### config.mk
export PLATFORM = sky130hd
export DESIGN_NAME = ldl_rr_req_queue
export DESIGN_NICKNAME = d
export VERILOG_FILES = /design/src/rtl/ldl_rr_pkg.sv /design/src/rtl/ldl_rr_lane_fifo.sv /design/src/rtl/ldl_rr_req_queue.sv
export SDC_FILE = /design/constraint.sdc
export NUM_CORES = 1
export LEC_CHECK = 0
export CAP_MARGIN = 20
export CELL_PAD_IN_SITES_DETAIL_PLACEMENT = 1
export CELL_PAD_IN_SITES_GLOBAL_PLACEMENT = 2
export CORE_ASPECT_RATIO = 1.4
export CORE_UTILIZATION = 40
export CTS_BUF_LIST = sky130_fd_sc_hd__clkbuf_16
export DETAILED_ROUTE_END_ITERATION = 8
export GPL_TIMING_DRIVEN = 0
export PLACE_DENSITY = 0.85
export SLEW_MARGIN = 15
export SYNTH_ARGS = -nofsm -noshare
export SYNTH_HDL_FRONTEND = slang
export SYNTH_HIERARCHICAL = 1
export SYNTH_SLANG_ARGS = --single-unit
### constraint.sdc
create_clock -name clk -period 3.45 [get_ports clk]
set_input_delay 0.69 -clock clk [delete_from_list [all_inputs] [get_ports clk]]
set_output_delay 0.69 -clock clk [all_outputs]
set_load 0.02 [all_outputs]
### src/rtl/ldl_rr_pkg.sv
// Shared widths and types for the round-robin requester queue and its arbiter.
// cos_t is the class-of-service type both sides of the req/icos interface agree on.
package ldl_rr_pkg;

  localparam int BIN_WIDTH   = 3;
  localparam int REQ_WIDTH   = 1 << BIN_WIDTH;
  localparam int COS_WIDTH   = 2;
  localparam int DEPTH_WIDTH = 2;
  localparam int DEPTH       = 1 << DEPTH_WIDTH;

  typedef logic [COS_WIDTH-1:0]   cos_t;
  typedef logic [DEPTH_WIDTH:0]   lvl_t;
  typedef logic [REQ_WIDTH-1:0]   lane_vec_t;

endpackage

### src/rtl/ldl_rr_lane_fifo.sv
// One lane of the requester queue: circular storage, pointers and occupancy count.
// All outputs are functions of registered state only; events are raw strobes for the top.
module ldl_rr_lane_fifo #(
  parameter int COS_WIDTH   = 2,
  parameter int DEPTH_WIDTH = 2
) (
  input  logic                   clk,
  input  logic                   rst,
  input  logic                   push,
  input  logic [COS_WIDTH-1:0]   push_cos,
  input  logic                   ack,
  input  logic                   ack_en,
  output logic                   nonempty,
  output logic                   full,
  output logic [COS_WIDTH-1:0]   head,
  output logic [DEPTH_WIDTH:0]   level,
  output logic                   ovf_evt,
  output logic                   unf_evt
);

  localparam int DEPTH = 1 << DEPTH_WIDTH;
  localparam logic [DEPTH_WIDTH:0] LVL_FULL = (DEPTH_WIDTH+1)'(DEPTH);

  logic [COS_WIDTH-1:0]   mem_q [DEPTH];
  logic [DEPTH_WIDTH-1:0] wr_ptr_q, wr_ptr_d;
  logic [DEPTH_WIDTH-1:0] rd_ptr_q, rd_ptr_d;
  logic [DEPTH_WIDTH:0]   count_q, count_d;
  logic                   push_acc, ack_acc;

  // NOTE: every variable assigned here gets a value on every path, so no latch is inferred.
  always_comb begin
    push_acc = push && (count_q != LVL_FULL);
    ack_acc  = ack && ack_en && (count_q != '0);
    wr_ptr_d = wr_ptr_q + DEPTH_WIDTH'(push_acc);
    rd_ptr_d = rd_ptr_q + DEPTH_WIDTH'(ack_acc);
    count_d  = count_q + (DEPTH_WIDTH+1)'(push_acc) - (DEPTH_WIDTH+1)'(ack_acc);
  end

  // NOTE: sequential state uses non-blocking assignments so all flops update together.
  always_ff @(posedge clk or posedge rst) begin
    if (rst) begin
      wr_ptr_q <= '0;
      rd_ptr_q <= '0;
      count_q  <= '0;
    end else begin
      wr_ptr_q <= wr_ptr_d;
      rd_ptr_q <= rd_ptr_d;
      count_q  <= count_d;
    end
  end

  // NOTE: storage has no reset; the empty-lane gating on head hides stale contents.
  always_ff @(posedge clk) begin
    if (push_acc) mem_q[wr_ptr_q] <= push_cos;
  end

  assign nonempty = (count_q != '0);
  assign full     = (count_q == LVL_FULL);
  assign level    = count_q;
  assign head     = nonempty ? mem_q[rd_ptr_q] : '0;
  assign ovf_evt  = push && full;
  assign unf_evt  = ack && !nonempty;

endmodule

### src/rtl/ldl_rr_req_queue.sv
// Per-lane work queues presenting req/cos to a round-robin priority arbiter and
// retiring the head of the lane named by the arbiter's one-hot ack.
module ldl_rr_req_queue #(
  parameter  int BIN_WIDTH   = ldl_rr_pkg::BIN_WIDTH,
  parameter  int COS_WIDTH   = ldl_rr_pkg::COS_WIDTH,
  parameter  int DEPTH_WIDTH = ldl_rr_pkg::DEPTH_WIDTH,
  localparam int REQ_WIDTH   = 1 << BIN_WIDTH
) (
  input  logic                                  clk,
  input  logic                                  rst,
  input  logic [REQ_WIDTH-1:0]                  push,
  input  logic [REQ_WIDTH-1:0][COS_WIDTH-1:0]   push_cos,
  output logic [REQ_WIDTH-1:0]                  full,
  output logic [REQ_WIDTH-1:0][DEPTH_WIDTH:0]   level,
  output logic [REQ_WIDTH-1:0]                  req,
  output logic [REQ_WIDTH-1:0][COS_WIDTH-1:0]   cos,
  input  logic [REQ_WIDTH-1:0]                  ack,
  input  logic                                  clr_err,
  output logic                                  err_ovf,
  output logic                                  err_unf
);

  logic                 ack_onehot;
  logic                 ack_multi;
  logic [REQ_WIDTH-1:0] ovf_evt;
  logic [REQ_WIDTH-1:0] unf_evt;
  logic                 err_ovf_q, err_ovf_d;
  logic                 err_unf_q, err_unf_d;

  for (genvar i = 0; i < REQ_WIDTH; i++) begin : g_lane
    ldl_rr_lane_fifo #(
      .COS_WIDTH   (COS_WIDTH),
      .DEPTH_WIDTH (DEPTH_WIDTH)
    ) u_lane (
      .clk      (clk),
      .rst      (rst),
      .push     (push[i]),
      .push_cos (push_cos[i]),
      .ack      (ack[i]),
      .ack_en   (ack_onehot),
      .nonempty (req[i]),
      .full     (full[i]),
      .head     (cos[i]),
      .level    (level[i]),
      .ovf_evt  (ovf_evt[i]),
      .unf_evt  (unf_evt[i])
    );
  end

  // A malformed ack retires nothing, so a glitching arbiter cannot drop two items at once.
  always_comb begin
    ack_onehot = $onehot(ack);
    ack_multi  = (ack != '0) && !ack_onehot;
    err_ovf_d  = (err_ovf_q && !clr_err) || (|ovf_evt);
    err_unf_d  = (err_unf_q && !clr_err) || (|unf_evt) || ack_multi;
  end

  always_ff @(posedge clk or posedge rst) begin
    if (rst) begin
      err_ovf_q <= 1'b0;
      err_unf_q <= 1'b0;
    end else begin
      err_ovf_q <= err_ovf_d;
      err_unf_q <= err_unf_d;
    end
  end

  assign err_ovf = err_ovf_q;
  assign err_unf = err_unf_q;

endmodule
Yosys cells after proc, flatten, opt, wreduce, memory -nomap -nowiden
Memory sizes are Yosys's and may differ from the RTL's.
Cells that the tools add are included.
{ "classes": {"addsub": 39, "n_eq_ne": 17, "mux": 24, "n_reduce_logical": 67} }
{ "ops": {"columns": ["cell", "n"], "rows": [
  ["$logic_and 1x1->1", 43],
  ["$add 2x1->2", 16],
  ["$add 3x1->3", 8],
  ["$eq 3x3->1 const B", 8],
  ["$ne 3x3->1 const B", 8],
  ["$reduce_bool 3->1", 8],
  ["$sub 3x1->3", 8],
  ["$mux 1", 16],
  ["$mux 2", 8],
  ["$reduce_or 8->1", 2],
  ["$logic_not 1->1", 10],
  ["$add 1x1->2", 4],
  ["$reduce_bool 8->1", 1],
  ["$add 2x2->3", 2],
  ["$add 3x3->4", 1],
  ["$eq 4x1->1 const B", 1],
  ["$logic_or 1x1->1", 3]
]} }
{ "word_totals": {"regBits": 58, "ramBits": 64, "inputBits": 35, "out_inout_bits": 58, "word_cells": 181, "mem_count": 8} }
{ "mem_list": {"columns": ["memory", "words", "word_bits", "rd", "rd_clocked_by_memory_dff", "wr", "line_no", "source"], "rows": [
  ["g_lane[0].u_lane.mem_q", 4, 2, 1, 0, 1, "ldl_rr_lane_fifo.sv:24", "logic [COS_WIDTH-1:0] mem_q [DEPTH];"],
  ["g_lane[1].u_lane.mem_q", 4, 2, 1, 0, 1, "ldl_rr_lane_fifo.sv:24", null],
  ["g_lane[2].u_lane.mem_q", 4, 2, 1, 0, 1, "ldl_rr_lane_fifo.sv:24", null],
  ["g_lane[3].u_lane.mem_q", 4, 2, 1, 0, 1, "ldl_rr_lane_fifo.sv:24", null],
  ["g_lane[4].u_lane.mem_q", 4, 2, 1, 0, 1, "ldl_rr_lane_fifo.sv:24", null],
  ["g_lane[5].u_lane.mem_q", 4, 2, 1, 0, 1, "ldl_rr_lane_fifo.sv:24", null],
  ["2 more memories", null, null, null, null, null, null, null]
]} }

Depth between registers and ports, before layout
Gate-level depths: netlist of run 1.
{ "logic_depth": {"word_depth": 7, "depth_mapped": 17, "ltp_nobuf": 17} }

By module
Netlist of run 1, hierarchy kept.
{ "modules_own_cells": {"columns": ["mod", "instances", "cells_each", "area_per_inst_um2", "seq_area_each_um2"], "rows": [
  ["ldl_rr_lane_fifo", 8, 46, 684.4, 415.4],
  ["ldl_rr_req_queue", 1, 37, 331.6, 50.0]
]} }

Least setup slack after synthesis of run 1
Ideal clock, no wire load.
{ "synth_path": {"path_kind": "input-to-reg", "startpoint": "input ack[0]", "endpoint": "register g_lane[0].u_lane.count_q[2]", "setup_time_ns": 0.130, "arrival_ns": 5.170, "required_time_ns": 3.320, "slack_ns": -1.850, "cell_stages": 17, "n_path_buf": 0, "cell_sequence": "inv_1 -> fa_1 -> fa_1 -> fa_1 -> inv_1 -> ha_1 -> inv_1 -> fa_1 -> a211o_1 -> a21oi_1 -> nand3_2 -> xnor2_1 -> ha_1 -> inv_1 -> fa_1 -> xnor2_1 -> xnor2_1"} }
{ "synth_via": {"elab_chain_len": 7} }
{ "synth_rtl": {"columns": ["element", "line_no", "source"], "rows": [
  ["from (decl)", "ldl_rr_req_queue.sv:17", "input logic [REQ_WIDTH-1:0] ack,"],
  ["$add 1x1->2 (not written as such)", "ldl_rr_req_queue.sv:52", "ack_onehot = $onehot(ack);"],
  ["$add 2x2->3 (not written as such)", "ldl_rr_req_queue.sv:52", null],
  ["$add 3x3->4 (not written as such)", "ldl_rr_req_queue.sv:52", null],
  ["$eq 4x1->1", "ldl_rr_req_queue.sv:52", null],
  ["via ack_onehot", "ldl_rr_req_queue.sv:23", "logic ack_onehot;"],
  ["$logic_and 1x1->1 (2 in a row)", "ldl_rr_lane_fifo.sv:33", "ack_acc = ack && ack_en && (count_q != '0);"],
  ["$sub 3x1->3", "ldl_rr_lane_fifo.sv:36", "count_d = count_q + (DEPTH_WIDTH+1)'(push_acc) - (DEPTH_WIDTH+1)'(ack_acc);"],
  ["via g_lane[0].u_lane.count_d[2]", "ldl_rr_lane_fifo.sv:27", "logic [DEPTH_WIDTH:0] count_q, count_d;"],
  ["to (signal assigned)", "ldl_rr_lane_fifo.sv:48", "count_q <= count_d;"],
  ["to (decl)", "ldl_rr_lane_fifo.sv:27", null]
]} }
The timed path passes the listed nets, and every way through them passes these cells.

Final worst setup path of run 1
{ "layout_path": {"startpoint": "input ack[1]", "endpoint": "register g_lane[5].u_lane.count_q[2]"} }
{ "layout_via": {"elab_chain_len": 7} }
{ "layout_rtl": {"columns": ["element", "line_no"], "rows": [
  ["$add 1x1->2 (not written as such)", "ldl_rr_req_queue.sv:52"],
  ["$add 2x2->3 (not written as such)", "ldl_rr_req_queue.sv:52"],
  ["$add 3x3->4 (not written as such)", "ldl_rr_req_queue.sv:52"],
  ["$eq 4x1->1", "ldl_rr_req_queue.sv:52"],
  ["via ack_onehot", "ldl_rr_req_queue.sv:23"],
  ["$logic_and 1x1->1 (2 in a row)", "ldl_rr_lane_fifo.sv:33"],
  ["$sub 3x1->3", "ldl_rr_lane_fifo.sv:36"],
  ["via g_lane[5].u_lane.count_d[2]", "ldl_rr_lane_fifo.sv:27"],
  ["to (signal assigned)", "ldl_rr_lane_fifo.sv:48"],
  ["to (decl)", "ldl_rr_lane_fifo.sv:27"]
]} }
The timed path passes the listed nets, and every way through them passes these cells.

==> impl_results.rst, run 1 <==
.. list-table::
   :header-rows: 1

   * - Metric
     - Value
   * - Classification of the worst setup path
     - in -> reg
   * - TritonCTS buffer count
     - 17
   * - Area share of the leading cell type in the synthesized netlist
     - 33.1%
   * - Master of the slowest instance on the critical path
     - fa_1
   * - Initial antenna violation count
     - 0
   * - Grt ovf
     - 0
   * - Reg clk slew, reported paths
     - 60 ps
   * - Sequential-to-total area share from yosys stat
     - 58.1%
   * - Number of max-cap violations
     - 0
   * - Critical Path Max Stage Delay
     - 540 ps
   * - Via count of the first global-routing pass
     - 3960
   * - Routed WL
     - 13200 um
   * - Period utilization
     - 128%
   * - Number of distinct library cell variants in the gate-level netlist after synthesis
     - 29
   * - Hold crit path type
     - reg -> reg
   * - Clock root buffer
     - clkbuf_16
   * - Cells along the critical path
     - buf_8, inv_4, fa_1, fa_1, fa_1, inv_2, ha_4, inv_2, fa_2, o211ai_1, a21oi_4, buf_6, nand3_4, xnor2_2, ha_4, inv_2, fa_2, xnor2_2, xnor2_1
   * - Htree depth
     - 4
   * - Capturing element type of the critical path
     - flop
   * - Insertion delay to the later sink of the worst-skew pair
     - 400 ps
   * - Switching Share
     - 36.1%
   * - Synthesis-stage register bit count
     - 122
   * - CTS tree
     - built
   * - Peak fanout along the critical path
     - 6
   * - Gate count after technology mapping
     - 405
   * - Antenna diode count
     - 0
   * - Number of max-slew violations in the final report
     - 0
   * - DR DRC count
     - 0
   * - Largest cells by area after synthesis
     - edfxtp_1, dfrtp_1, mux4_2
   * - Hold violation count in the final report
     - 0
   * - Final weighted congestion of routability-driven global placement
     - 0.735
   * - Shortest period the worst path allows
     - 4400 ps
   * - Fraction of power consumed by the clock network
     - 21.8%
   * - Data arrival at the endpoint of the critical path
     - 4690 ps
   * - Violated checks
     - negative setup slack
   * - First-pass GRT wire length
     - 20100 um
   * - Post-DR vias/cell
     - 4.92
   * - Total negative setup slack
     - -19430 ps
   * - Post-Layout Cell Count
     - 742
   * - Cell accounting for the most synthesized area
     - edfxtp_1
   * - P_sw
     - 0.00292 W
   * - Area grow syn2layout
     - 42.5%
   * - Placed cell area
     - 0.00702 mm2
   * - Placeable Area
     - 0.0140 mm2
   * - Final setup fails
     - 41
   * - Mapped cell area
     - 0.00581 mm2
   * - Sequential share of power
     - 32.9%
   * - Most frequent cells in the layout
     - clkdlybuf4s50_1, edfxtp_1, dfrtp_1, inv_1, inv_2
   * - Final Cell Area
     - 0.00827 mm2
   * - Layout Nets
     - 611
   * - Horiz. Die Dim
     - 104 um
   * - Post-Syn Area per Cell
     - 14.3 um2
   * - Pin count of the biggest net entering global routing
     - 17
   * - Required time reported for the critical path endpoint
     - 3740 ps
   * - Cells after DPL
     - 682
   * - Filler cells
     - 1359
   * - Starting DRT DRC Count
     - 90
   * - Chip height
     - 145 um
   * - Row Count
     - 51
   * - Internal power
     - 0.00518 W
   * - Count of yosys warnings during synthesis
     - 6
   * - Dominant delay contributor by cell family on the critical path
     - adder cells
   * - Buffers plus inverters on the worst setup path
     - 6
   * - Max Root-Sink Buffers
     - 2
   * - Number of nets produced by synthesis
     - 472
   * - Initial core utilization
     - 41.4%
   * - Clock sink count
     - 122
   * - Sequential cell area
     - 0.00337 mm2
   * - RSZ-0062 raised after global routing
     - yes
   * - DR vias
     - 3649
   * - Share of layout cells above drive strength 1
     - 33.0%
   * - Slew HR
     - 65.1%
   * - Run status
     - finished with violations
   * - Most common library cell in the layout ignoring fill and taps
     - clkdlybuf4s50_1
   * - Initial DRT Pass Iterations
     - 5
   * - Gr usage total
     - 17.8%
   * - Area occupied by multi-input gates
     - 0.00256 mm2
   * - Port-buffer cells
     - 92
   * - Post-DR wirelength/cell
     - 17.7 um
   * - Combinational share of power
     - 45.3%
   * - Worst IR drop on VDD
     - 0.512 mV
   * - HPWL Detailed
     - 9170 um
   * - Fmax
     - 227 MHz
   * - Pin slew with the least headroom to its limit
     - 522 ps
   * - Total leakage power
     - 3.26 nW
   * - Pwr per Cell Area
     - 979 mW/mm2
   * - Clock Skew
     - 7.74 ps
   * - I/O pin count
     - 93
   * - Overall die area
     - 0.0150 mm2
   * - Post-route worst setup slack
     - -952 ps
   * - Launching element type of the critical path
     - input port
   * - Remaining number of nets flagged by the antenna check after routing
     - 0
## worst reg2reg max path, stage by stage (launching register included)
cell and delay [ps]:
dfrtp_1 480, nor3b_2 310, nand2b_2 230, inv_2 100
xnor2_4 190, ha_4 160, inv_2 40, fa_2 350
xnor2_2 150, xnor2_1 170
## cell families after synthesis
group	count (synthesis)	synth area share (%)
flip-flops	122	58.1
XOR/XNOR	48	7.24
buffers and inverters	62	5.04
adder cells (fa/ha/maj)	32	8.45
multiplexers	16	6.21
AO/OA/AOI/OAI	4	0.517
AND/OR/NAND/NOR	121	14.5
## metal layers
layer | part of all wire (%) | track usage [%]
met1 | 39 | 20.0
met2 | 58 | 33.4
met3 | 2.8 | 3.33
met4 | 1.2 | 7.14
met5 | 0 | 0
## path summary, 6_finish.rpt
kind                                           start                      endpoint  slack [ps]  cells after the start
min reg2reg                g_lane[5].u_lane/level[2]     g_lane[5].u_lane/level[2]         500                      1
min                        g_lane[5].u_lane/level[2]     g_lane[5].u_lane/level[2]         500                      1
min in group asynchronous                        rst                       err_ovf         840                      2
max in group asynchronous                        rst  g_lane[7].u_lane/wr_ptr_q[0]        2240                      2
max                                           ack[1]     g_lane[5].u_lane/level[2]        -950                     19
max reg2reg                g_lane[3].u_lane/level[1]     g_lane[3].u_lane/level[2]        1190                      9
## state kept, by name, indices dropped and copies added, names as in the netlist
name,count
err_ovf,1
err_unf,1
g_lane.u_lane/level,24
g_lane.u_lane/mem_q,64
g_lane.u_lane/rd_ptr_q,16
g_lane.u_lane/wr_ptr_q,16
## Yosys cell counts, drive strengths merged
master,instances
nor2,16
and2,24
edfxtp,64
or4b,1
buf,8
ha,20
nand3,9
dfrtp,58
a21oi,1
or3,8
fa,12
nor3b,24
and3,8
xor2,8
xnor2,40
o2111ai,1
nand4,8
mux4,16
nand2b,10
nor3,8
a211o,1
nor4,5
inv,54
o211ai,1
## stage by stage
step                worst slack (ps)  utilization [%]  hold slack, ps  power, W
floorplan                      -1210                -             431   0.00451
detailed placement             -2500             50.0             499   0.00577
CTS                             -925             57.0             505   0.00790
finish                          -952             58.9             496   0.00810
global route                   -1090             58.9             528   0.00855
global placement               -2400             50.0             491   0.00558
## final cells by class
class                   instances  share of cell area, %
flip-flops and latches        122                   40.8
multi-input cells             221                   31.0
repair buffers                120                   14.6
clock buffers                  17                   5.14
well taps                     185                   2.80
inverters                      54                   2.60
clock inverters                15                   2.01
plain buffers                   8                   1.09
## power groups by stage
stage	sequential (W)	clock, W	combinational [W]
finish	0.00267	0.00176	0.00367
global route	0.00275	0.00186	0.00394
global placement	0.00260	0	0.00298
CTS	0.00265	0.00180	0.00345
detailed placement	0.00265	0	0.00312
floorplan	0.00270	0	0.00181
## what timing repair did
action / in CTS / in global routing
resized for setup: 64 / 42
buffers inserted: 21 / 12
pin swaps: 18 / 24
setup endpoints to repair: 41 / 41
hold buffers: 0 / 0
hold endpoints to repair: 0 / 0
Note: power is estimated with default switching activity, not from simulation.
==> run 2, diff against run 1 <==
--- a/config.mk
+++ b/config.mk
@@ -6,14 +6,13 @@
 export NUM_CORES = 1
 export LEC_CHECK = 0
 export CAP_MARGIN = 20
-export CELL_PAD_IN_SITES_DETAIL_PLACEMENT = 1
-export CELL_PAD_IN_SITES_GLOBAL_PLACEMENT = 2
+export CELL_PAD_IN_SITES_DETAIL_PLACEMENT = 0
+export CELL_PAD_IN_SITES_GLOBAL_PLACEMENT = 1
 export CORE_ASPECT_RATIO = 1.4
-export CORE_UTILIZATION = 40
+export CORE_UTILIZATION = 48
 export CTS_BUF_LIST = sky130_fd_sc_hd__clkbuf_16
 export DETAILED_ROUTE_END_ITERATION = 8
-export GPL_TIMING_DRIVEN = 0
-export PLACE_DENSITY = 0.85
+export PLACE_DENSITY = 0.87
 export SLEW_MARGIN = 15
 export SYNTH_ARGS = -nofsm -noshare
 export SYNTH_HDL_FRONTEND = slang
==> run 2 against run 1 <==
Compared with the run above:
- critical endpoint is now g_lane[1].u_lane/level[2]
- flip-flop and latch count stayed put
- cell area is 0.11% higher
- sequential power about the same
- the run still ends with negative setup slack left
- critical path depth unchanged
- clock power is 3% higher
- first-iteration DRC count increased by 39%
- cell count down 2.6%
- utilization grew 11 points
- via count is 1.6% higher
- clock-buffer cell count unchanged
- sequential share of layout area is essentially flat
==> impl_results.rst, run 2 (same netlist as run 1, synthesis figures left out) <==
.. list-table::
   :header-rows: 1

   * - Metric
     - Value
   * - Run status
     - finished with violations
   * - Violated checks
     - negative setup slack
   * - Clock root buffer
     - clkbuf_16
   * - Hold Worst Slack
     - 510 ps (+13.5 ps)
   * - Startpoint of the most critical register-to-register path
     - g_lane[6].u_lane/level[1]
   * - Hold crit path type
     - reg -> reg
   * - Period utilization
     - 126% (-1.5 points)
   * - I/O pin count
     - 93 (unchanged)
   * - Shortest period the worst path allows
     - 4350 ps (-51.7 ps)
   * - Pin count of the biggest net entering global routing
     - 17 (unchanged)
   * - DR DRC count
     - 0 (unchanged)
   * - Total leakage power
     - 3.33 nW (+2.4%)
   * - Grt ovf
     - 0 (unchanged)
   * - Post-DR wirelength/cell
     - 16.4 um (-7.6%)
   * - Reg clk slew, reported paths
     - 50 ps (about the same)
   * - Slew HR
     - 62.6% (-2.4 points)
   * - Met1 demand-to-capacity share in global routing
     - 23.1% (+3.1 points)
   * - Insertion delay to the later sink of the worst-skew pair
     - 410 ps (about the same)
   * - TritonCTS buffer count
     - 17 (unchanged)
   * - Start point of the critical path
     - ack[3]
   * - Most Crowded Layer GR
     - met2
   * - Number of max-cap violations
     - 0 (unchanged)
   * - Overall die area
     - 0.0125 mm2 (-16%)
   * - Initial DRT Pass Iterations
     - 4 (-1)
   * - Grt met3 use
     - 6.52% (+3.2 points)
   * - Placeable Area
     - 0.0118 mm2 (-16%)
   * - Remaining number of nets flagged by the antenna check after routing
     - 0 (unchanged)
   * - Post-route worst setup slack
     - -901 ps (+51.7 ps)
   * - Filler cells
     - 781 (-43%)
   * - Pwr per Cell Area
     - 954 mW/mm2 (-2.6%)
   * - Number of max-slew violations in the final report
     - 0 (unchanged)
   * - CTS tree
     - built
   * - Peak fanout along the critical path
     - 5 (-1)
   * - Via count of the first global-routing pass
     - 4008 (+1.2%)
   * - Cells after DPL
     - 658 (-3.5%)
   * - Initial antenna violation count
     - 0 (unchanged)
   * - Number of flip-flops in the largest register
     - 64 (unchanged)
   * - Antenna diode count
     - 0 (unchanged)
   * - Classification of the worst setup path
     - in -> reg
   * - Htree depth
     - 4 (unchanged)
   * - DR vias
     - 3708 (+1.6%)
   * - Worst reg2reg path endpoint
     - g_lane[6].u_lane/level[2]
   * - Final standard cell utilization of the core
     - 70.1% (+11 points)
   * - Setup slack, reg-to-reg
     - 1230 ps (+40 ps)
   * - Gr usage total
     - 21.1% (+3.2 points)
   * - Post-DR vias/cell
     - 5.13 (+4.3%)
   * - Total negative setup slack
     - -21240 ps (-1810 ps)
   * - Port-buffer cells
     - 92 (unchanged)
   * - Register with the most flip-flops
     - g_lane.u_lane/mem_q
   * - Area occupied by multi-input gates
     - 0.00247 mm2 (-3.5%)
   * - Final weighted congestion of routability-driven global placement
     - 0.777 (+5.7%)
   * - Sequential cell area
     - 0.00337 mm2 (unchanged)
   * - Depth of the most critical reg-to-reg path
     - 8 (-1)
   * - Global Route met2 Usage
     - 37.0% (+3.6 points)
   * - Routed WL
     - 11800 um (-10%)
   * - Worst IR drop on VDD
     - 0.571 mV (+12%)
   * - Most frequent cells in the layout
     - clkdlybuf4s50_1, edfxtp_1, dfrtp_1, buf_4, inv_1
   * - Cells on Worst Hold Path
     - 1 (unchanged)
   * - RSZ-0062 raised after global routing
     - yes
   * - Endpoint of the worst setup timing path
     - g_lane[1].u_lane/level[2]
   * - Row Count
     - 47 (-7.8%)
   * - Launching element type of the critical path
     - input port
   * - Post-Layout Cell Count
     - 723 (-2.6%)
   * - Hold buffer count at cts
     - 0 (unchanged)
   * - Max Root-Sink Buffers
     - 2 (unchanged)
   * - Fmax
     - 230 MHz (+1.2%)
   * - Area grow syn2layout
     - 42.6%
   * - Starting DRT DRC Count
     - 125 (+39%)
   * - Initial core utilization
     - 49.1% (+7.8 points)
   * - Pin slew with the least headroom to its limit
     - 555 ps (+33.0 ps)
   * - Final setup fails
     - 41 (unchanged)
   * - First-pass GRT wire length
     - 19300 um (-4.3%)
   * - Share of layout cells above drive strength 1
     - 33.5% (+0.47 points)
   * - HPWL Detailed
     - 8330 um (-9.2%)
   * - Hold violation count in the final report
     - 0 (unchanged)
   * - Chip height
     - 132 um (-8.6%)
   * - Clock Skew
     - 6.38 ps (-1.36 ps)
   * - Clock sink count
     - 122 (unchanged)
   * - Most common library cell in the layout ignoring fill and taps
     - clkdlybuf4s50_1
   * - Required time reported for the critical path endpoint
     - 3740 ps (about the same)
   * - Capturing element type of the critical path
     - flop
   * - Horiz. Die Dim
     - 95.0 um (-8.5%)
   * - Data arrival at the endpoint of the critical path
     - 4640 ps (-50 ps)
   * - Layout Nets
     - 630 (+3.1%)
run 2: cell count changes in the layout (fill, tap and decap cells not counted), moves of 3 or more:
| cell | previous run | this run |
|---|---|---|
| ha_2 | 1 | 6 |
| buf_6 | 22 | 12 |
| clkinv_4 | 4 | 1 |
| xnor2_4 | 5 | 2 |
| xnor2_1 | 18 | 21 |
| buf_4 | 14 | 41 |
| inv_6 | 5 | 0 |
| inv_2 | 25 | 20 |
| inv_1 | 26 | 34 |
| ha_4 | 8 | 4 |
run 2: through the flow:
| step | power, W | cell area (um2) | setup slack (ps) |
|---|---|---|---|
| 3_5_place_dp | 0.00568 | 7060 | -1910 |
| 2_1_floorplan | 0.00451 | 5870 | -1210 |
| 4_1_cts | 0.00779 | 8130 | -957 |
| 3_3_place_gp | 0.00555 | 7060 | -1780 |
| 5_1_grt | 0.00838 | 8280 | -1070 |
| 6_report | 0.00790 | 8280 | -901 |
run 2: how the worst min path moves through the flow:
stage                                   start                   endpoint  slack [ps]
finish              g_lane[0].u_lane/level[2]  g_lane[0].u_lane/level[2]         510
global route        g_lane[4].u_lane/level[2]  g_lane[4].u_lane/level[2]         540
CTS                 g_lane[2].u_lane/level[2]  g_lane[2].u_lane/level[2]         500
detailed placement  g_lane[4].u_lane/level[2]  g_lane[4].u_lane/level[2]         500
global placement    g_lane[2].u_lane/level[2]  g_lane[2].u_lane/level[2]         490
floorplan                                 rst                    err_ovf         430
run 2: critical path, cell delays in order:
cell	delay [ps]
buf_12	90
inv_8	30
fa_1	490
fa_1	530
fa_1	410
inv_1	70
ha_2	180
inv_2	40
fa_2	510
o211ai_1	130
a21oi_4	210
buf_12	170
nand3_4	90
xnor2_2	200
ha_4	150
inv_2	30
fa_2	350
xnor2_2	140
xnor2_1	130
run 2: cell type report:
class / count / share of cell area [%]
multi-input combinational: 221 / 29.9
sequential: 122 / 40.7
clock inverter: 15 / 2.24
inverter: 54 / 2.57
timing repair buffer: 147 / 17.2
tap: 147 / 2.22
clock buffer: 17 / 5.14
run 2: what timing repair did:
action                                  4_1_cts  5_1_grt
endpoints found under the hold margin         0        0
gates resized for setup                      54       28
pin swaps                                    17       17
endpoints found under the setup margin       41       41
buffers inserted                             35        6
gates cloned                                  1        0
run 2: where the power goes:
part / leakage, nW / switching (W) / total, W / internal (W)
sequential: 1.26 / 0.000555 / 0.00264 / 0.00208
combinational: 1.78 / 0.00153 / 0.00345 / 0.00191
clock: 0.295 / 0.000617 / 0.00181 / 0.00119
run 2: metal layers:
layer | part of all wire, % | wire, um
met5 | 0 | 0
met4 | 2.2 | 265
met3 | 5.2 | 618
met2 | 56 | 6630
met1 | 37 | 4330
